<file path="config.mk">
export PLATFORM = sky130hd
export DESIGN_NAME = usart_rx
export DESIGN_NICKNAME = d
export VERILOG_FILES = /design/src/rtl/usart_pkg.sv /design/src/rtl/usart_rx_sync.sv /design/src/rtl/usart_rx.sv
export SDC_FILE = /design/constraint.sdc
export NUM_CORES = 1
export LEC_CHECK = 0
export BUFFER_PORTS_ARGS = -buffer_cell sky130_fd_sc_hd__buf_2
export CAP_MARGIN = 15
export CORE_MARGIN = 2
export CORE_UTILIZATION = 40
export DETAILED_ROUTE_END_ITERATION = 12
export SLEW_MARGIN = 20
export SYNTH_ARGS = -nofsm -noshare
export SYNTH_HDL_FRONTEND = slang
export SYNTH_SLANG_ARGS = --single-unit
</file>
<file path="constraint.sdc">
create_clock -name CLK -period 2.7 [get_ports CLK]
set_input_delay 0.135 -clock CLK [delete_from_list [all_inputs] [get_ports CLK]]
set_output_delay 0.135 -clock CLK [all_outputs]
set_load 0.05 [all_outputs]
</file>
<file path="src/rtl/usart_pkg.sv">
// usart_pkg
// Shared declarations for the USART receive path.
//   rx_state_t   : receiver state encoding
//   DATA_BITS    : payload bits per frame
//   timer_width(): width of a bit timer that must count 0 .. clks_per_bit-1
package usart_pkg;

  typedef enum logic [2:0] {
    IDLE,
    START,
    DATA,
    PARITY,
    STOP,
    WAIT_IDLE
  } rx_state_t;

  localparam int DATA_BITS = 8;

  // Width of the bit timer. Guarded so tiny values still give a 1-bit counter.
  function automatic int timer_width(input int clks_per_bit);
    return (clks_per_bit < 2) ? 1 : $clog2(clks_per_bit);
  endfunction

endpackage

</file>
<file path="src/rtl/usart_rx_sync.sv">
// rx_sync
// Two-flop synchronizer for bringing an asynchronous level into the clk domain.
// Both flops reset to RESET_VAL so a line that idles at that level produces no
// spurious edge when reset is released.
//   clk : sampling clock
//   rst : asynchronous, active-high reset
//   d   : asynchronous input
//   q   : synchronized output (two cycles of latency)
module rx_sync #(
  parameter logic RESET_VAL = 1'b1
) (
  input  logic clk,
  input  logic rst,
  input  logic d,
  output logic q
);

  logic meta_reg;
  logic sync_reg;

  always_ff @(posedge clk or posedge rst) begin
    if (rst) begin
      meta_reg <= RESET_VAL;
      sync_reg <= RESET_VAL;
    end else begin
      meta_reg <= d;
      sync_reg <= meta_reg;
    end
  end

  assign q = sync_reg;

endmodule

</file>
<file path="src/rtl/usart_rx.sv">
// usart_rx
// 8N1 serial receiver (optionally 8 data + parity + stop). The line is
// synchronized, the start bit is qualified at mid-bit, and every following bit
// is sampled one bit period later. Completed bytes are offered on a
// valid/ready port; the receiver never stalls, so an unconsumed byte is
// overwritten and OVERRUN is pulsed.
//
// Build option: define RX_PARITY_EN to add the parity bit and make PAR_ERR live.
// Without it PAR_ERR is tied low.
//
// Ports:
//   CLK        : clock, rising edge
//   CLR        : asynchronous, active-high reset
//   RX_IN      : asynchronous serial line, idle high
//   DATA_OUT   : last received byte, held until the next byte is loaded
//   DATA_VALID : DATA_OUT holds an unconsumed byte
//   DATA_READY : consumer takes the byte when DATA_VALID && DATA_READY
//   FRAME_ERR  : one-cycle pulse, stop bit sampled low
//   PAR_ERR    : one-cycle pulse, parity mismatch (byte still delivered)
//   OVERRUN    : one-cycle pulse, an unconsumed byte was overwritten
module usart_rx
  import usart_pkg::*;
#(
  parameter int CLKS_PER_BIT = 16,
  parameter int PARITY_ODD   = 0
) (
  input  logic       CLK,
  input  logic       CLR,
  input  logic       RX_IN,
  output logic [7:0] DATA_OUT,
  output logic       DATA_VALID,
  input  logic       DATA_READY,
  output logic       FRAME_ERR,
  output logic       PAR_ERR,
  output logic       OVERRUN
);

  localparam int TW   = timer_width(CLKS_PER_BIT);
  localparam int HALF = CLKS_PER_BIT / 2;
  localparam int BCW  = $clog2(DATA_BITS);

  // Timer values seen on the edge where a sample is taken.
  localparam logic [TW-1:0]  HALF_LAST = TW'(HALF - 1);
  localparam logic [TW-1:0]  BIT_LAST  = TW'(CLKS_PER_BIT - 1);
  localparam logic [BCW-1:0] CNT_LAST  = BCW'(DATA_BITS - 1);

  // Reject parameter values the timing scheme cannot honour.
  if (CLKS_PER_BIT < 4 || PARITY_ODD < 0 || PARITY_ODD > 1) begin : g_param_check
    $error("usart_rx: CLKS_PER_BIT must be >= 4 and PARITY_ODD 0 or 1");
  end

  logic                 rxs;
  rx_state_t            state_reg;
  logic [TW-1:0]        timer_reg;
  logic [BCW-1:0]       bit_cnt_reg;
  logic [DATA_BITS-1:0] shift_reg;
  logic                 done_reg;     // a frame ended on the previous edge
  logic                 stop_ok_reg;  // its stop bit was high
  logic                 accept;

`ifdef RX_PARITY_EN
  localparam logic PAR_SENSE = (PARITY_ODD != 0);
  logic par_bad_reg;
`endif

  rx_sync #(
    .RESET_VAL(1'b1)
  ) u_rx_sync (
    .clk (CLK),
    .rst (CLR),
    .d   (RX_IN),
    .q   (rxs)
  );

  assign accept = DATA_VALID && DATA_READY;

  always_ff @(posedge CLK or posedge CLR) begin
    if (CLR) begin
      state_reg   <= IDLE;
      timer_reg   <= '0;
      bit_cnt_reg <= '0;
      shift_reg   <= '0;
      done_reg    <= 1'b0;
      stop_ok_reg <= 1'b0;
      DATA_OUT    <= '0;
      DATA_VALID  <= 1'b0;
      FRAME_ERR   <= 1'b0;
      OVERRUN     <= 1'b0;
`ifdef RX_PARITY_EN
      par_bad_reg <= 1'b0;
      PAR_ERR     <= 1'b0;
`endif
    end else begin
      done_reg  <= 1'b0;
      FRAME_ERR <= 1'b0;
      OVERRUN   <= 1'b0;
`ifdef RX_PARITY_EN
      PAR_ERR   <= 1'b0;
`endif
      timer_reg <= timer_reg + 1'b1;

      // ---------------- frame sequencing ----------------
      case (state_reg)
        IDLE: begin
          timer_reg <= '0;
          if (!rxs) begin
            state_reg <= START;
          end
        end

        START: begin
          if (timer_reg == HALF_LAST) begin
            timer_reg   <= '0;
            bit_cnt_reg <= '0;
            // A line already back high at mid-start is a glitch.
            state_reg   <= rxs ? IDLE : DATA;
          end
        end

        DATA: begin
          if (timer_reg == BIT_LAST) begin
            timer_reg   <= '0;
            shift_reg   <= {rxs, shift_reg[DATA_BITS-1:1]};
            bit_cnt_reg <= bit_cnt_reg + 1'b1;
            if (bit_cnt_reg == CNT_LAST) begin
`ifdef RX_PARITY_EN
              state_reg <= PARITY;
`else
              state_reg <= STOP;
`endif
            end
          end
        end

`ifdef RX_PARITY_EN
        PARITY: begin
          if (timer_reg == BIT_LAST) begin
            timer_reg   <= '0;
            // Received bit versus the bit the sender should have appended.
            par_bad_reg <= rxs ^ (^shift_reg) ^ PAR_SENSE;
            state_reg   <= STOP;
          end
        end
`endif

        STOP: begin
          if (timer_reg == BIT_LAST) begin
            timer_reg   <= '0;
            done_reg    <= 1'b1;
            stop_ok_reg <= rxs;
            // Returning to IDLE right away lets a back-to-back start bit be
            // caught; a low stop bit may be a break, so wait for the line.
            state_reg   <= rxs ? IDLE : WAIT_IDLE;
          end
        end

        WAIT_IDLE: begin
          timer_reg <= '0;
          if (rxs) begin
            state_reg <= IDLE;
          end
        end

        default: begin
          state_reg <= IDLE;
        end
      endcase

      // ---------------- output handshake ----------------
      // Result of the stop sample is applied one edge later, so all status
      // outputs line up on the same registered edge.
      if (done_reg && stop_ok_reg) begin
        DATA_OUT   <= shift_reg;
        DATA_VALID <= 1'b1;
        // Taken in this same cycle means nothing was lost.
        OVERRUN    <= DATA_VALID && !DATA_READY;
`ifdef RX_PARITY_EN
        PAR_ERR    <= par_bad_reg;
`endif
      end else begin
        if (done_reg) begin
          FRAME_ERR <= 1'b1;
        end
        if (accept) begin
          DATA_VALID <= 1'b0;
        end
      end
    end
  end

`ifndef RX_PARITY_EN
  assign PAR_ERR = 1'b0;
`endif

endmodule

</file>
# Word level (Yosys, flattened, before mapping)
# Cells that the tools add are included.
[totals] ff_bits=33 inputBits=4 output_inout_bits=12
[classes] addsub=2 eq_ne=13 muxes=22 reduce_logical=13
[ops] cell="$mux 3" n=9
[ops] cell="$pmux 3 s5" n=1
[ops] cell="$pmux 4 s3" n=1
[ops] cell="$ne 2x2->1 const B" n=5
[ops] cell="$eq 3x3->1 const B" n=3
[ops] cell="$mux 4" n=2
[ops] cell="$mux 1" n=7
[ops] cell="$pmux 3 s2" n=1
[ops] cell="$reduce_and 6->1" n=1
[ops] cell="$add 4x1->4 const B" n=1
[ops] cell="$eq 4x3->1 const B" n=1
[ops] cell="$eq 4x4->1 const B" n=1
[ops] cell="$reduce_and 2->1" n=2
[ops] cell="$reduce_bool 2->1" n=2
[ops] cell="$reduce_or 2->1" n=2
[ops] cell="$add 3x1->3 const B" n=1
[ops] cell="$eq 3x1->1 const B" n=1
[ops] cell="$eq 3x2->1 const B" n=1
[ops] cell="$logic_and 1x1->1" n=3
[ops] cell="$logic_not 3->1" n=1
[ops] cell="$reduce_and 3->1" n=1
[ops] cell="$mux 2" n=1
[ops] cell="$ne 2x1->1 const B" n=1
[ops] cell="$logic_not 1->1" n=1

# Depth between registers and ports, before layout
[logic_depth] depth_word=4 depth_mapped=4 mapped_depth_nobuf=4

# Modules after synthesis
# Synthesis repeated with hierarchy kept, for this count alone.
[hier_totals] hier_cells=100 area_unflattened_um2=1366.3
[modules_own_cells] module="usart_rx" instances=1 cells_per_inst=97 area_per_inst_um2=1310.0 seq_area_each_um2=775.7
[modules_own_cells] module="rx_sync" instances=1 cells_per_inst=3 area_per_inst_um2=56.3 seq_area_each_um2=52.6

# Worst setup path before layout
# OpenSTA, ideal clock, no wires.
[synth_path] kind="register to register" startpoint="reg timer_reg[0]" endpoint="reg shift_reg[0]" setup_ns=0.125 t_arrival_ns=1.447 path_slack_ns=1.128 stages_incl_launch_ff=5 n_path_buf=0 synth_period_minus_slack_ns=1.572 cell_sequence="dfrtp_1 ha_1 and3_2 nand3_1 mux2_2"
[synth_between] elab_chain_cells=2
[synth_rtl] item="start: declaration" line="usart_rx.sv:54" source="logic [TW-1:0] timer_reg;"
[synth_rtl] item="start signal: assignment" line="usart_rx.sv:100" source="timer_reg <= timer_reg + 1'b1;"
[synth_rtl] item="$eq 4x4->1" line="usart_rx.sv:121" source="if (timer_reg == BIT_LAST) begin"
[synth_rtl] item="$reduce_and 2->1 (no source line)"
[synth_rtl] item="end signal: assignment" line="usart_rx.sv:123" source="shift_reg <= {rxs, shift_reg[DATA_BITS-1:1]};"
[synth_rtl] item="end: declaration" line="usart_rx.sv:56" source="logic [DATA_BITS-1:0] shift_reg;"
# Every way passes these cells.
# A chain may end at the register's enable or synchronous reset.

# Final worst setup path
[layout_path] startpoint="reg state_reg[1]" endpoint="reg bit_cnt_reg[2]"
[layout_between] elab_chain_cells=3 elab_cells_between_ends=7 cone_classes="eq/ne: 4; mux: 1; reduce/logical: 2"
[layout_rtl] item="start: declaration" line="usart_rx.sv:53" source="rx_state_t state_reg;"
[layout_rtl] item="start signal: assignment" line="usart_rx.sv:116" source="state_reg <= rxs ? IDLE : DATA;"
[layout_rtl] item="start signal: assignment" line="usart_rx.sv:153" source="state_reg <= rxs ? IDLE : WAIT_IDLE;"
[layout_rtl] item="$eq 3x2->1 or $eq 3x1->1 (tied branches)" line="usart_rx.sv:103" source="case (state_reg)"
[layout_rtl] item="$ne 2x2->1 (no source line) or $reduce_bool 2->1 (tied branches)"
[layout_rtl] item="$reduce_and 3->1 (no source line)"
[layout_rtl] item="end signal: assignment" line="usart_rx.sv:124" source="bit_cnt_reg <= bit_cnt_reg + 1'b1;"
[layout_rtl] item="end: declaration" line="usart_rx.sv:55" source="logic [BCW-1:0] bit_cnt_reg;"
# Parallel ways exist; a longest one is shown, timed or not.

==> summary.md <==
| Metric | Value |
|---|---|
| Yosys reg bits | 33 |
| Largest net degree at the start of global routing | 34 |
| Grt ovf | 0 |
| Placeable Area | 3311 sq um |
| Nature of the critical path startpoint | flop |
| # diodes | 0 |
| CTS clk-pin slew, worst paths | 90 ps |
| M1 GR Usage | 0.1767 |
| Netlist cell types | 34 |
| Critical Path RT | 2910 ps |
| Max Clk Rate | approximately 570 MHz |
| Crit path kind | flop to flop |
| Post_cts resized | 0 |
| DR vias/cell | 4.911 |
| Layout area overhead | 16.33% |
| GR Util met3 | 0.04324 |
| Nets | around 130 |
| Clk_skew | 9.899 ps |
| Sink Count | 33 |
| Crit end category | flop |
| Unrepaired setup endpoints after global routing | false |
| Initial Util | 0.4142 |
| Fillcell total | 324 |
| Detailed placement HPWL | 1427 um |
| TritonCTS buffer count | 5 |
| Gr usage total | 0.1356 |
| Worst-skew pair later-pin latency | roughly 330 ps |
| Slew Limit Fails | 0 |
| Post-Syn Nets | about 110 |
| DRC | 0 |
| Number of routed nets with antenna violations | 0 |
| Power Dens Cells | 717.3 nW/um^2 |
| Final Hold Fails | 0 |
| Crit path DAT | ~2000 ps |
| Reg2reg path depth | 3 |
| Synth Instances | 101 |
| Drt first pass iters | 4 |
| IO buf count | 14 |
| # Max-Cap Violations | 0 |
| Layout cells sized above 1 | 0.3821 |
| Antenna violations before repair | 0 |
| Setup violators final | 0 |
| Worst Hold Class | input pin to flop |
| Top cells by area, synth | dfrtp_1 (57%), mux2_2 (16%), dfstp_2 (3.8%) |
| GR peak layer | met2 |
| Yosys warnings | 0 |
| VDD IR max | around 0.37 mV |
| Io pins | 16 |
| Die area | 3913 sq um |
| Clock Path Buffers | 2 |
| RR Startpoint | state_reg[1] |
| First-pass GRT wire length | 4126 um |
| H-tree Lvls | 2 |
| Post-synth top area cell | dfrtp_1 |
| Crit path launch | state_reg[1] |
| Die height | approximately 63 um |
| Total negative slack | 0 ps |
| Min Tclk post-route | 1767 ps |
| Most frequent cells in the layout | dfrtp_1 (31), mux2_2 (20), buf_2 (14) |
| WL/cell | about 12 um |
| Root Buffer Master | clkbuf_4 |
| Worst hold slack | ~65 ps |
| Final worst path period share | 0.6543 |
| Mapped Area | 1371 sq um |
| Reg area | 828.3 sq um |
| Met2 Usage GRT | 0.2003 |
| CTS tree | built |
| Number of global-route vias before repair | 905 |
| Lkg Pwr | 0.8306 nW |
| Hold Buf Count CTS | 2 |
| Most common cell after layout, fill and taps aside | dfrtp_1 |
| DR vias | 830 |
| Routability congestion estimate | 0.8094 |
| Status | finished clean |
| Hold path start | DATA_READY |
| Post-synthesis sequential area ratio | 0.6040 |
| Area of the multi-input gates | 515.5 sq um |
| Hold Crit Depth | 3 |
| Die width | 62.55 um |
| Post-CTS setup buffer count | 0 |
| DRT iter0 DRCs | 38 |
| Avg Cell Area, Syn | 13.58 sq um |
| WL final | 2107 um |
| Post-synth top area share | 0.5657 |
| Rows | 21 |
| Max FO, Critical Path | 12 |
==> Yosys cell counts <==
cell       n
or4b_1     1
dfrtp_1   31
and3_1     2
a211oi_2   1
a211o_1    1
conb_1     1
nor2b_1    3
or3b_1     1
o21a_1     1
clkbuf_1   1
a211oi_1   1
mux2_2    20
nand3_1    3
buf_2      1
and3_2     1
nor4_1     1
ha_1       3
buf_4      1
nand3b_1   2
mux2i_1    1
o311a_1    1
nor3b_1    1
nand2b_1   2
nor3_1     4
o21ai_0    1
nor2_1     2
a221oi_1   1
nand4_1    1
dfstp_2    2
or2_2      1
xor2_1     1
a21oi_1    1
nand2_1    3
inv_1      3
==> path summary, 6_finish.rpt <==
path	to	slack (ps)
setup / recovery	bit_cnt_reg[2]	930
max in group asynchronous	u_rx_sync.meta_reg	1950
setup reg to reg	bit_cnt_reg[2]	930
hold reg to reg	u_rx_sync.q	360
hold / removal	OVERRUN	60
min in group asynchronous	state_reg[0]	430
==> routing by layer <==
metal | wire, um | share of wire
met4 | 29 | 0.014
met5 | 0 | 0
met3 | 61 | 0.029
met2 | 952 | 0.45
met1 | 1063 | 0.50
==> where the power goes <==
| part | total (W) | switching (W) | internal, W |
|---|---|---|---|
| clock | 0.000382 | 0.000161 | 0.000221 |
| sequential | 0.000588 | 0.0000523 | 0.000536 |
| combinational | 0.000174 | 0.0000841 | 0.0000902 |
==> critical path, cell delays in order, from the launching register on <==
cell and delay [ps]:
dfrtp_1 500, or3b_1 430, a211oi_2 350, mux2_2 380
==> logic make-up (layout without fill, tap and decap cells) <==
logic type | Yosys count | count (layout) | share of synthesized area
DFF | 33 | 33 | 0.6040
and+or+nand+nor | 28 | 28 | 0.1204
muxes | 21 | 21 | 0.1715
AOI/OAI and AO/OA | 8 | 8 | 0.04744
buffers and inverters | 6 | 28 | 0.02007
adders and majority gates | 3 | 3 | 0.02738
other | 1 | 1 | 0.002735
xor gates and xnor gates | 1 | 1 | 0.006388
==> stage by stage <==
step	setup slack, ps	utilization	power [W]	cells	instance area (sq um)
after floorplan	1128	-	0.0007394	101	1371
after detailed placement	936.1	0.4501	0.0007729	159	1490
after global routing	829.3	0.4819	0.001221	169	1595
after global placement	973.7	0.4501	0.0007676	159	1490
final	933.5	0.4819	0.001144	169	1595
after CTS	919.7	0.4819	0.001159	169	1595
==> final cells by class <==
class                      count  share of cell area
tap                           46             0.03608
clock inverter                 1             0.01882
inverter                       3            0.007059
timing repair buffer          17             0.06118
sequential                    33              0.5192
clock buffer                   7             0.03451
multi-input combinational     62              0.3231
(Power assumes the default switching activity.)
